$ cat config.mk
export PLATFORM = sky130hd
export DESIGN_NAME = mem_stage_ctrl_flat
export DESIGN_NICKNAME = d
export VERILOG_FILES = /design/src/rtl/mem_stage_pkg.sv /design/src/rtl/mem_stage_ctrl_if.sv /design/src/rtl/mem_stage_ctrl_lane_align.sv /design/src/rtl/mem_stage_ctrl.sv /design/src/flat_wrapper.sv
export SDC_FILE = /design/constraint.sdc
export NUM_CORES = 1
export LEC_CHECK = 0
export ABC_AREA = 1
export BUFFER_PORTS_ARGS = -buffer_cell sky130_fd_sc_hd__buf_2
export CAP_MARGIN = 5
export CORE_MARGIN = 2
export CORE_UTILIZATION = 54
export DETAILED_ROUTE_END_ITERATION = 12
export GPL_TIMING_DRIVEN = 1
export PLACE_DENSITY = 0.86
export SKIP_CTS_REPAIR_TIMING = 1
export SYNTH_ARGS = -nofsm -noshare
export SYNTH_HDL_FRONTEND = slang
export SYNTH_SLANG_ARGS = --single-unit
$ cat constraint.sdc
create_clock -name clk -period 7.4 [get_ports clk]
set_clock_uncertainty 0.1 [all_clocks]
set_input_delay 1.48 -clock clk [delete_from_list [all_inputs] [get_ports clk]]
set_output_delay 1.48 -clock clk [all_outputs]
set_load 0.02 [all_outputs]
$ cat src/rtl/mem_stage_pkg.sv
// rtl/mem_stage_pkg.sv - shared types and lane helpers for the MEM stage
package mem_stage_pkg;

  typedef enum logic {OP_LD = 1'b0, OP_ST = 1'b1} mem_op_e;

  typedef enum logic [1:0] {SZ_BYTE, SZ_HALF, SZ_WORD, SZ_DWORD} mem_size_e;

  typedef enum logic [2:0] {IDLE, RD_CMD, RD_WAIT, WR_CMD, DONE, ERR} state_e;

  // 1 = byte NOT written; callers truncate to their lane count
  function automatic logic [7:0] lane_mask(mem_size_e size, logic [2:0] offset);
    logic [7:0] ones;
    case (size)
      SZ_BYTE: ones = 8'h01;
      SZ_HALF: ones = 8'h03;
      SZ_WORD: ones = 8'h0F;
      default: ones = 8'hFF;
    endcase
    return ~(ones << offset);
  endfunction

  // dword accesses only exist on a 64-bit data path
  function automatic logic misaligned(mem_size_e size, logic [2:0] lo, logic wide);
    logic bad;
    case (size)
      SZ_BYTE: bad = 1'b0;
      SZ_HALF: bad = lo[0];
      SZ_WORD: bad = |lo[1:0];
      default: bad = !wide || (|lo);
    endcase
    return bad;
  endfunction

endpackage

$ cat src/rtl/mem_stage_ctrl_if.sv
// rtl/mem_stage_ctrl_if.sv - DDR3 application-interface bundle between MEM stage and DDR IP
interface mem_stage_ctrl_if #(
  parameter int ADDR_W = 29,
  parameter int DATA_W = 32
);
  logic                  cmd_rdy;
  logic                  cmd_en;
  logic                  cmd;
  logic [ADDR_W-1:0]     addr;
  logic                  wr_rdy;
  logic                  wr_en;
  logic [DATA_W-1:0]     wr_data;
  logic [DATA_W/8-1:0]   wr_mask;
  logic                  wr_end;
  logic [DATA_W-1:0]     rd_data;
  logic                  rd_valid;
  logic                  rd_end;

  modport master (
    input  cmd_rdy, wr_rdy, rd_data, rd_valid, rd_end,
    output cmd_en, cmd, addr, wr_en, wr_data, wr_mask, wr_end
  );

  modport slave (
    output cmd_rdy, wr_rdy, rd_data, rd_valid, rd_end,
    input  cmd_en, cmd, addr, wr_en, wr_data, wr_mask, wr_end
  );
endinterface

$ cat src/rtl/mem_stage_ctrl_lane_align.sv
// rtl/mem_stage_ctrl_lane_align.sv - store lane shift/mask and load extract/extend
module mem_lane_align
  import mem_stage_pkg::*;
#(
  parameter int DATA_W = 32
) (
  input  mem_size_e                      size,
  input  logic                           sgn,
  input  logic [$clog2(DATA_W/8)-1:0]    offset,
  input  logic [DATA_W-1:0]              st_data,
  output logic [DATA_W-1:0]              st_data_pos,
  output logic [DATA_W/8-1:0]            st_mask,
  input  logic [DATA_W-1:0]              ld_data,
  output logic [DATA_W-1:0]              ld_data_ext
);
  localparam int LANES = DATA_W / 8;
  localparam int OFF_W = $clog2(LANES);

  logic [OFF_W+2:0]  shamt;
  logic [DATA_W-1:0] shifted;
  logic [DATA_W-1:0] keep;
  logic              sbit;

  assign shamt       = {offset, 3'b000};
  assign st_data_pos = st_data << shamt;
  assign st_mask     = LANES'(lane_mask(size, 3'(offset)));
  assign shifted     = ld_data >> shamt;

  always_comb begin
    keep = '1;
    sbit = shifted[DATA_W-1];
    case (size)
      SZ_BYTE: begin keep = DATA_W'(8'hFF);         sbit = shifted[7];  end
      SZ_HALF: begin keep = DATA_W'(16'hFFFF);      sbit = shifted[15]; end
      SZ_WORD: begin keep = DATA_W'(32'hFFFF_FFFF); sbit = shifted[31]; end
      default: ;
    endcase
    ld_data_ext = (shifted & keep) | ((sgn && sbit) ? ~keep : '0);
  end
endmodule

$ cat src/rtl/mem_stage_ctrl.sv
// rtl/mem_stage_ctrl.sv - V850 MEM stage: LD/ST to DDR3 app interface, one op in flight
module mem_stage_ctrl
  import mem_stage_pkg::*;
#(
  parameter int ADDR_W  = 29,
  parameter int DATA_W  = 32,
  parameter int DEST_W  = 5,
  parameter int TIMEOUT = 255
) (
  input  logic               clk,
  input  logic               rst,
  input  logic               req_valid_i,
  output logic               req_ready_o,
  input  logic               req_op_i,
  input  logic [1:0]         req_size_i,
  input  logic               req_signed_i,
  input  logic [ADDR_W-1:0]  req_addr_i,
  input  logic [DATA_W-1:0]  req_wdata_i,
  input  logic [DEST_W-1:0]  req_dest_i,
  output logic               wb_valid_o,
  output logic [DATA_W-1:0]  wb_data_o,
  output logic [DEST_W-1:0]  wb_dest_o,
  output logic               err_o,
  mem_stage_ctrl_if.master   ddr
);
  localparam int LANES = DATA_W / 8;
  localparam int OFF_W = $clog2(LANES);
  localparam int TMO_W = $clog2(TIMEOUT + 1);

  state_e              state_q, state_d;
  mem_op_e             op_q;
  mem_size_e           size_q;
  logic                sgn_q;
  logic [ADDR_W-1:0]   addr_q;
  logic [DATA_W-1:0]   wdata_q, rd_buf_q;
  logic [DEST_W-1:0]   dest_q;
  logic                cmd_done_q, wr_done_q;
  logic [TMO_W-1:0]    tmo_q;
  logic                tmo_hit, cmd_en, wr_en, ld_done;
  logic [DATA_W-1:0]   st_pos, ld_ext;
  logic [LANES-1:0]    st_mask;
  logic                unused_rd_end;

  // single-beat reads: the end marker carries no extra information
  assign unused_rd_end = ddr.rd_end;
  assign tmo_hit       = (tmo_q == TMO_W'(TIMEOUT - 1));

  always_comb begin
    state_d = state_q;
    cmd_en  = 1'b0;
    wr_en   = 1'b0;
    case (state_q)
      IDLE: if (req_valid_i) begin
        if (misaligned(mem_size_e'(req_size_i), req_addr_i[2:0], DATA_W == 64))
          state_d = ERR;
        else
          state_d = req_op_i ? WR_CMD : RD_CMD;
      end
      RD_CMD: begin
        cmd_en = 1'b1;
        if (ddr.cmd_rdy)  state_d = RD_WAIT;
        else if (tmo_hit) state_d = ERR;
      end
      RD_WAIT: begin
        if (ddr.rd_valid) state_d = DONE;
        else if (tmo_hit) state_d = ERR;
      end
      WR_CMD: begin
        // command and data strobes retire independently
        cmd_en = !cmd_done_q;
        wr_en  = !wr_done_q;
        if ((cmd_done_q || ddr.cmd_rdy) && (wr_done_q || ddr.wr_rdy)) state_d = DONE;
        else if (tmo_hit)                                              state_d = ERR;
      end
      default: state_d = IDLE;
    endcase
  end

  always_ff @(posedge clk or posedge rst) begin
    if (rst) begin
      state_q    <= IDLE;
      op_q       <= OP_LD;
      size_q     <= SZ_BYTE;
      sgn_q      <= 1'b0;
      addr_q     <= '0;
      wdata_q    <= '0;
      dest_q     <= '0;
      rd_buf_q   <= '0;
      cmd_done_q <= 1'b0;
      wr_done_q  <= 1'b0;
      tmo_q      <= '0;
    end else begin
      state_q    <= state_d;
      cmd_done_q <= (state_q == WR_CMD) && (cmd_done_q || ddr.cmd_rdy);
      wr_done_q  <= (state_q == WR_CMD) && (wr_done_q || ddr.wr_rdy);
      if (state_d != state_q || !(state_q inside {RD_CMD, RD_WAIT, WR_CMD}))
        tmo_q <= '0;
      else
        tmo_q <= tmo_q + TMO_W'(1);
      if (state_q == IDLE && req_valid_i) begin
        op_q    <= mem_op_e'(req_op_i);
        size_q  <= mem_size_e'(req_size_i);
        sgn_q   <= req_signed_i;
        addr_q  <= req_addr_i;
        wdata_q <= req_wdata_i;
        dest_q  <= req_dest_i;
      end
      if (state_q == RD_WAIT && ddr.rd_valid)
        rd_buf_q <= ddr.rd_data;
    end
  end

  mem_lane_align #(.DATA_W(DATA_W)) u_align (
    .size        (size_q),
    .sgn         (sgn_q),
    .offset      (addr_q[OFF_W-1:0]),
    .st_data     (wdata_q),
    .st_data_pos (st_pos),
    .st_mask     (st_mask),
    .ld_data     (rd_buf_q),
    .ld_data_ext (ld_ext)
  );

  assign req_ready_o  = (state_q == IDLE);
  assign ddr.cmd_en   = cmd_en;
  assign ddr.cmd      = (state_q == WR_CMD);
  assign ddr.addr     = {addr_q[ADDR_W-1:OFF_W], {OFF_W{1'b0}}};
  assign ddr.wr_en    = wr_en;
  assign ddr.wr_end   = wr_en;
  assign ddr.wr_data  = wr_en ? st_pos : '0;
  assign ddr.wr_mask  = wr_en ? st_mask : '0;

  assign ld_done    = (state_q == DONE) && (op_q == OP_LD);
  assign wb_valid_o = (state_q == DONE) || (state_q == ERR);
  assign err_o      = (state_q == ERR);
  assign wb_data_o  = ld_done ? ld_ext : '0;
  assign wb_dest_o  = ld_done ? dest_q : '0;
endmodule

$ cat src/flat_wrapper.sv
// flat-port wrapper written by rule: the top's interface ports become plain ports
module mem_stage_ctrl_flat import mem_stage_pkg::*;
#(
  parameter int ADDR_W  = 29,
  parameter int DATA_W  = 32,
  parameter int DEST_W  = 5,
  parameter int TIMEOUT = 255
)
  (clk, rst, req_valid_i, req_ready_o, req_op_i, req_size_i, req_signed_i, req_addr_i, req_wdata_i, req_dest_i, wb_valid_o, wb_data_o, wb_dest_o, err_o, ddr_cmd_rdy, ddr_wr_rdy, ddr_rd_data, ddr_rd_valid, ddr_rd_end, ddr_cmd_en, ddr_cmd, ddr_addr, ddr_wr_en, ddr_wr_data, ddr_wr_mask, ddr_wr_end);
  mem_stage_ctrl_if #(.ADDR_W(ADDR_W), .DATA_W(DATA_W)) ddr_i ();
  input  logic clk;
  input  logic rst;
  input  logic req_valid_i;
  output logic req_ready_o;
  input  logic req_op_i;
  input  logic [1:0] req_size_i;
  input  logic req_signed_i;
  input  logic [ADDR_W-1:0] req_addr_i;
  input  logic [DATA_W-1:0] req_wdata_i;
  input  logic [DEST_W-1:0] req_dest_i;
  output logic wb_valid_o;
  output logic [DATA_W-1:0] wb_data_o;
  output logic [DEST_W-1:0] wb_dest_o;
  output logic err_o;
  input wire logic [$bits(ddr_i.cmd_rdy)-1:0] ddr_cmd_rdy;
  input wire logic [$bits(ddr_i.wr_rdy)-1:0] ddr_wr_rdy;
  input wire logic [$bits(ddr_i.rd_data)-1:0] ddr_rd_data;
  input wire logic [$bits(ddr_i.rd_valid)-1:0] ddr_rd_valid;
  input wire logic [$bits(ddr_i.rd_end)-1:0] ddr_rd_end;
  output wire logic [$bits(ddr_i.cmd_en)-1:0] ddr_cmd_en;
  output wire logic [$bits(ddr_i.cmd)-1:0] ddr_cmd;
  output wire logic [$bits(ddr_i.addr)-1:0] ddr_addr;
  output wire logic [$bits(ddr_i.wr_en)-1:0] ddr_wr_en;
  output wire logic [$bits(ddr_i.wr_data)-1:0] ddr_wr_data;
  output wire logic [$bits(ddr_i.wr_mask)-1:0] ddr_wr_mask;
  output wire logic [$bits(ddr_i.wr_end)-1:0] ddr_wr_end;
  assign ddr_i.cmd_rdy = ddr_cmd_rdy;
  assign ddr_i.wr_rdy = ddr_wr_rdy;
  assign ddr_i.rd_data = ddr_rd_data;
  assign ddr_i.rd_valid = ddr_rd_valid;
  assign ddr_i.rd_end = ddr_rd_end;
  assign ddr_cmd_en = ddr_i.cmd_en;
  assign ddr_cmd = ddr_i.cmd;
  assign ddr_addr = ddr_i.addr;
  assign ddr_wr_en = ddr_i.wr_en;
  assign ddr_wr_data = ddr_i.wr_data;
  assign ddr_wr_mask = ddr_i.wr_mask;
  assign ddr_wr_end = ddr_i.wr_end;
  mem_stage_ctrl #(.ADDR_W(ADDR_W), .DATA_W(DATA_W), .DEST_W(DEST_W), .TIMEOUT(TIMEOUT)) u_core (.clk(clk), .rst(rst), .req_valid_i(req_valid_i), .req_ready_o(req_ready_o), .req_op_i(req_op_i), .req_size_i(req_size_i), .req_signed_i(req_signed_i), .req_addr_i(req_addr_i), .req_wdata_i(req_wdata_i), .req_dest_i(req_dest_i), .wb_valid_o(wb_valid_o), .wb_data_o(wb_data_o), .wb_dest_o(wb_dest_o), .err_o(err_o), .ddr(ddr_i));
endmodule
# After elaboration in Yosys (flattened, before gate mapping)
# Cells that the tools add are included.
# totals
wordCells	72
inputBits	109
register_bits	115
# classes
add_sub_neg	1
eq_ne	11
n_reduce_logical	19
shifts	3
mux	22
bitwise	5
# op_table
operator	n
2-to-1 mux 32 bit	3
case mux 32 bit (2 select lines)	1
bitwise AND 32 bit	1
inverter 32 bit	1
bitwise OR 32 bit	1
left shift 32 x 5 -> 32 bit	1
>> shifter 32 x 5 -> 32 bit	1
case mux 8 bit (3 select lines)	1
2-to-1 mux 3 bit	6
case mux 3 bit (4 select lines)	1
adder 8 x 1 -> 8 bit (second input constant)	1
== test 8 bit (second input constant)	1
2-to-1 mux 8 bit	1
left shift 8 x 2 -> 4 bit	1
logical AND 1 bit	7
== test 3 x 2 -> 1 bit (second input constant)	2
== test 3 bit (second input constant)	2
2-to-1 mux 5 bit	1
== test 2 x 1 -> 1 bit (second input constant)	2
== test 2 bit (second input constant)	2
logical NOT 2 bit	2
logical OR 1 bit	4
2-to-1 mux 4 bit	1
inverter 4 bit	1
11 further kinds	16

# Depth between registers and ports, before layout
# depth
word_depth	10
mapped_depth	11
depth_no_buf	11

# Hierarchy
# Synthesis repeated with hierarchy kept, for this count alone.
# unflattened
cells_unflattened	991
area_unflattened_um2	6725.2
# by_module_without_submodules
module	cells_each	seq_area_each_um2	instances	area_each_um2
mem_stage_ctrl	714	2877.8	1	5418.9
mem_lane_align	277	0.0	1	1306.3

# Worst setup path after synthesis
# Ideal clock, no wire load.
# synth_timing
path_type	reg-to-output
from	register u_core.state_q[2]
to	output port ddr_wr_mask[2]
path_stages_with_launch	8
path_buffers	0
setup_slack_ns	4.030
arrival_time_ns	1.790
required_time_ns	5.820
cell_sequence	dfrtp_1 inv_2 nand2_2 nor2_4 inv_2 nor2_4 inv_1 a221oi_1
# synth_via
elab_chain_len	3
# synth_rtl
item	line	text
start, declared	mem_stage_ctrl.sv:30	state_e state_q, state_d;
start signal, assigned	mem_stage_ctrl.sv:93	state_q <= state_d;
== test 3 x 2 -> 1 bit	n/a	
named net ddr_cmd	flat_wrapper.sv:31	output wire logic [$bits(ddr_i.cmd)-1:0] ddr_cmd;
2-to-1 mux 1 bit	mem_stage_ctrl.sv:52	case (state_q)
named net ddr_wr_en	flat_wrapper.sv:33	output wire logic [$bits(ddr_i.wr_en)-1:0] ddr_wr_en;
2-to-1 mux 4 bit	mem_stage_ctrl.sv:131	assign ddr.wr_mask = wr_en ? st_mask : '0;
end, declared	flat_wrapper.sv:35	output wire logic [$bits(ddr_i.wr_mask)-1:0] ddr_wr_mask;
# The timed path passes the listed nets, and every way through them passes these cells.

# Worst setup path in the final report
# layout_timing
from	register u_core.addr_q[0]
to	output port wb_data_o[20]
# layout_via
elab_chain_len	6
elab_cells_between_ends	7
# layout_rtl
item	line	text
start, declared	mem_stage_ctrl.sv:34	logic [ADDR_W-1:0] addr_q;
start signal, assigned	mem_stage_ctrl.sv:104	addr_q <= req_addr_i;
>> shifter 32 x 5 -> 32 bit (*)	mem_stage_ctrl_lane_align.sv:27	assign shifted = ld_data >> shamt;
case mux 1 bit (2 select lines)	mem_stage_ctrl_lane_align.sv:32	case (size)
logical AND 1 bit	mem_stage_ctrl_lane_align.sv:38	ld_data_ext = (shifted & keep) | ((sgn && sbit) ? ~keep : '0);
2-to-1 mux 32 bit	mem_stage_ctrl_lane_align.sv:38	
bitwise OR 32 bit (*)	mem_stage_ctrl_lane_align.sv:38	
2-to-1 mux 32 bit (*)	mem_stage_ctrl.sv:136	assign wb_data_o = ld_done ? ld_ext : '0;
end, declared	flat_wrapper.sv:22	output logic [DATA_W-1:0] wb_data_o;
# Mark *: on every way between the ends. The rest lies on a longest branch, timed or not.

==> run_results.csv <==
group,metric,value,unit
yosys,synth_area_leaders,"dfrtp_1, nand2_1, o21ai_0, nor2_1, buf_4",
floorplan,io_pins,218,
yosys,synth_area,6110,µm²
setup_path,cp_max_fo,65,
floorplan,fp-row-count,38,
cells_and_area,fillers,902,
sta,setup_viol,0,
worst_hold_path,hold_class,"flip-flop to flip-flop",
sta,setup_tns,0,ns
setup_path,startpoint_type,"flip-flop",
worst_hold_path,hold_path_depth,2,
clock_tree,htreeDepth,4,
yosys,ys_seq_elements,115,
floorplan,core-area,10900,µm²
yosys,yosysTopAreaCell,"dfrtp_1",
detailed_routing,drc,0,
detailed_routing,routed_via_density,5.24,
yosys,yosys_warnings,0,
global_route,groute.usage.overall,27.3,%
yosys,synth.cells.most_frequent,"nand2_1, dfrtp_1, nor2_1, o21ai_0, inv_1",
clock_tree,cts_sinks,115,
run_status,status,"finished clean",
global_route,grt_max_degree,86,
sta,worstMarginPinSlew,1.08,ns
sta,fin_ws,2.92,ns
detailed_routing,drtPass1Iterations,6,
sta,rsz0062_at_grt,"false",
clock_tree,cts_root_buf,"clkbuf_16",
detailed_routing,antenna_left,0,
job,max_cap_violations,0,
floorplan,die_area,12200,µm²
yosys,synth_ff_type,"dfrtp_1",
global_route,grt_pass1_vias,5525,
clock_tree,clk_pin_slew,0.06,ns
clock_tree,cts_max_path_buffers,2,
floorplan,die_x,110,µm
cells_and_area,layout-drive-gt1-share,29.5,%
sta,fin_worst_hold_slack,0.374,ns
placed_design,portBuffers,214,
sta,max_freq,0.223,GHz
detailed_routing,drtIter0Drc,563,
setup_path,critical_path_arrival,2.90,ns
sta,slew_headroom,27.8,%
yosys,synth_cell_types,31,
floorplan,start_util,55.9,%
yosys,synth_top_area_share,47.1,%
sta,period_minus_slack,4.48,ns
placed_design,routabilityCongestion,0.921,
power,ir_drop,0.000440,V
placed_design,dp_slack,3.40,ns
sta,period_share,60.6,%
cells_and_area,regArea,2880,µm²
sta,slew_violations,0,
yosys,synth-async-reset-ratio,100,%
setup_path,r2r_cells,9,
power,power.density,441,nW/µm²
detailed_routing,vias,5806,
yosys,synth_cells,791,
clock_tree,cts_tree,"yes",
setup_path,required,5.82,ns
cells_and_area,multi_input_area,2610,µm²
clock_tree,numCtsBuffers,17,
clock_tree,clock_latency,0.40,ns
yosys,syn_avg_cell_area,7.73,µm²
yosys,yosysMostFrequentCell,"nand2_1",
global_route,antenna_found_initial,1,
power,leakage,0.00425,µW
sta,hold_viol_final,0,
cells_and_area,area_growth,23.9,%
setup_path,worstSetupEndpointType,"output pin",
yosys,synth_edf_count,0,
global_route,grt_pass1_wl,27.2,mm
yosys,ys_seq_area_share,47.1,%
global_route,globalRouteOverflowTotal,0,
cells_and_area,insertedDiodeCount,0,
setup_path,path_class,"flip-flop to output pin",
cells_and_area,fin_nets,1067,
detailed_routing,wl_per_cell,15.0,µm
floorplan,die_h,110,µm
placed_design,hpwlAfterDp,11.5,mm
detailed_routing,wl,16.7,mm
==> sequential cells by signal (all words and copies together) (netlist names) <==
signal	cells
u_core.addr_q	29
u_core.cmd_done_q	1
u_core.dest_q	5
u_core.op_q	1
u_core.rd_buf_q	32
u_core.sgn_q	1
u_core.size_q	2
u_core.state_q	3
u_core.tmo_q	8
u_core.wdata_q	32
u_core.wr_done_q	1
==> kinds of logic (layout without fill, tap and decap cells) <==
logic type	count (synthesis)	count (layout)	share of synthesized area, %
mux	30	30	5.28
compound gates	127	127	10.9
xor+xnor	6	6	0.860
fa+ha+maj	2	2	0.409
flops	115	115	47.1
buf+inv	126	303	10.4
other cells	1	2	0.0613
simple gates	384	384	24.9
==> layer usage <==
metal	up-vias	share of wire [%]	global-route usage, %
met5	-	0.078	0
met4	2	2.2	10.1
met3	31	8.3	7.19
met2	298	47	41.8
met1	2657	43	37.6
li1	2818	-	-
==> power by group <==
| group | switching [µW] | leakage [µW] | internal, µW |
|---|---|---|---|
| Combinational | 942 | 0.00255 | 455 |
| Clock | 303 | 0.000291 | 534 |
| Sequential | 195 | 0.00141 | 910 |
| Total | 1440 | 0.00425 | 1900 |
==> area by class of cell <==
type | instances | area share (%)
multi-input cells | 551 | 34.5
flip-flops and latches | 115 | 38.0
well taps | 140 | 2.31
inverters | 53 | 2.66
clock buffers | 18 | 5.66
repair buffers | 218 | 14.5
clock inverters | 14 | 2.38
==> final timing paths <==
check | start | slack (ns) | endpoint
min | u_core.addr_q[6]$_DFFE_PP0P_ | 0.37 | u_core.addr_q[6]$_DFFE_PP0P_
max in group asynchronous | rst | 4.91 | u_core.rd_buf_q[16]$_DFFE_PP0P_
min in group asynchronous | rst | 1.14 | u_core.addr_q[7]$_DFFE_PP0P_
max reg2reg | u_core.state_q[1]$_DFF_PP0_ | 4.86 | u_core.tmo_q[0]$_DFF_PP0_
min reg2reg | u_core.addr_q[6]$_DFFE_PP0P_ | 0.37 | u_core.addr_q[6]$_DFFE_PP0P_
max | u_core.addr_q[0]$_DFFE_PP0P_ | 2.92 | wb_data_o[20]
==> through the flow <==
step	utilization, %	instance area (µm²)	std cells	total power (µW)
floorplan	-	6120	792	2190
global placement	63.7	6970	1077	2440
detailed placement	63.7	6970	1077	2480
CTS	69.3	7580	1109	3340
global route	69.3	7580	1109	3570
finish	69.3	7580	1109	3340
==> critical path, stage by stage (launching register included) <==
cell and delay [ns]:
dfrtp_2 0.33, buf_4 0.54, inv_1 0.09, buf_4 0.29, nand2_1 0.11, nand2_1 0.07, o21ai_0 0.28, nand2_1 0.12
nand3_1 0.08, nand2_1 0.06, nand2_2 0.26, nor2_1 0.07, buf_2 0.16
==> cells in the final DEF (no fill, tap or decap), types with 10 or more instances in the layout <==
master | synthesis | final
nand2_1 | 277 | 276
buf_2 | 18 | 214
dfrtp_1 | 115 | 114
nor2_1 | 80 | 80
o21ai_0 | 66 | 66
inv_1 | 48 | 47
a21oi_1 | 36 | 36
mux2_2 | 17 | 17
o22ai_1 | 17 | 17
clkbuf_16 | 0 | 17
mux2i_1 | 12 | 12
nand3_1 | 10 | 10
No activity file was read; power rests on OpenSTA's default activity.
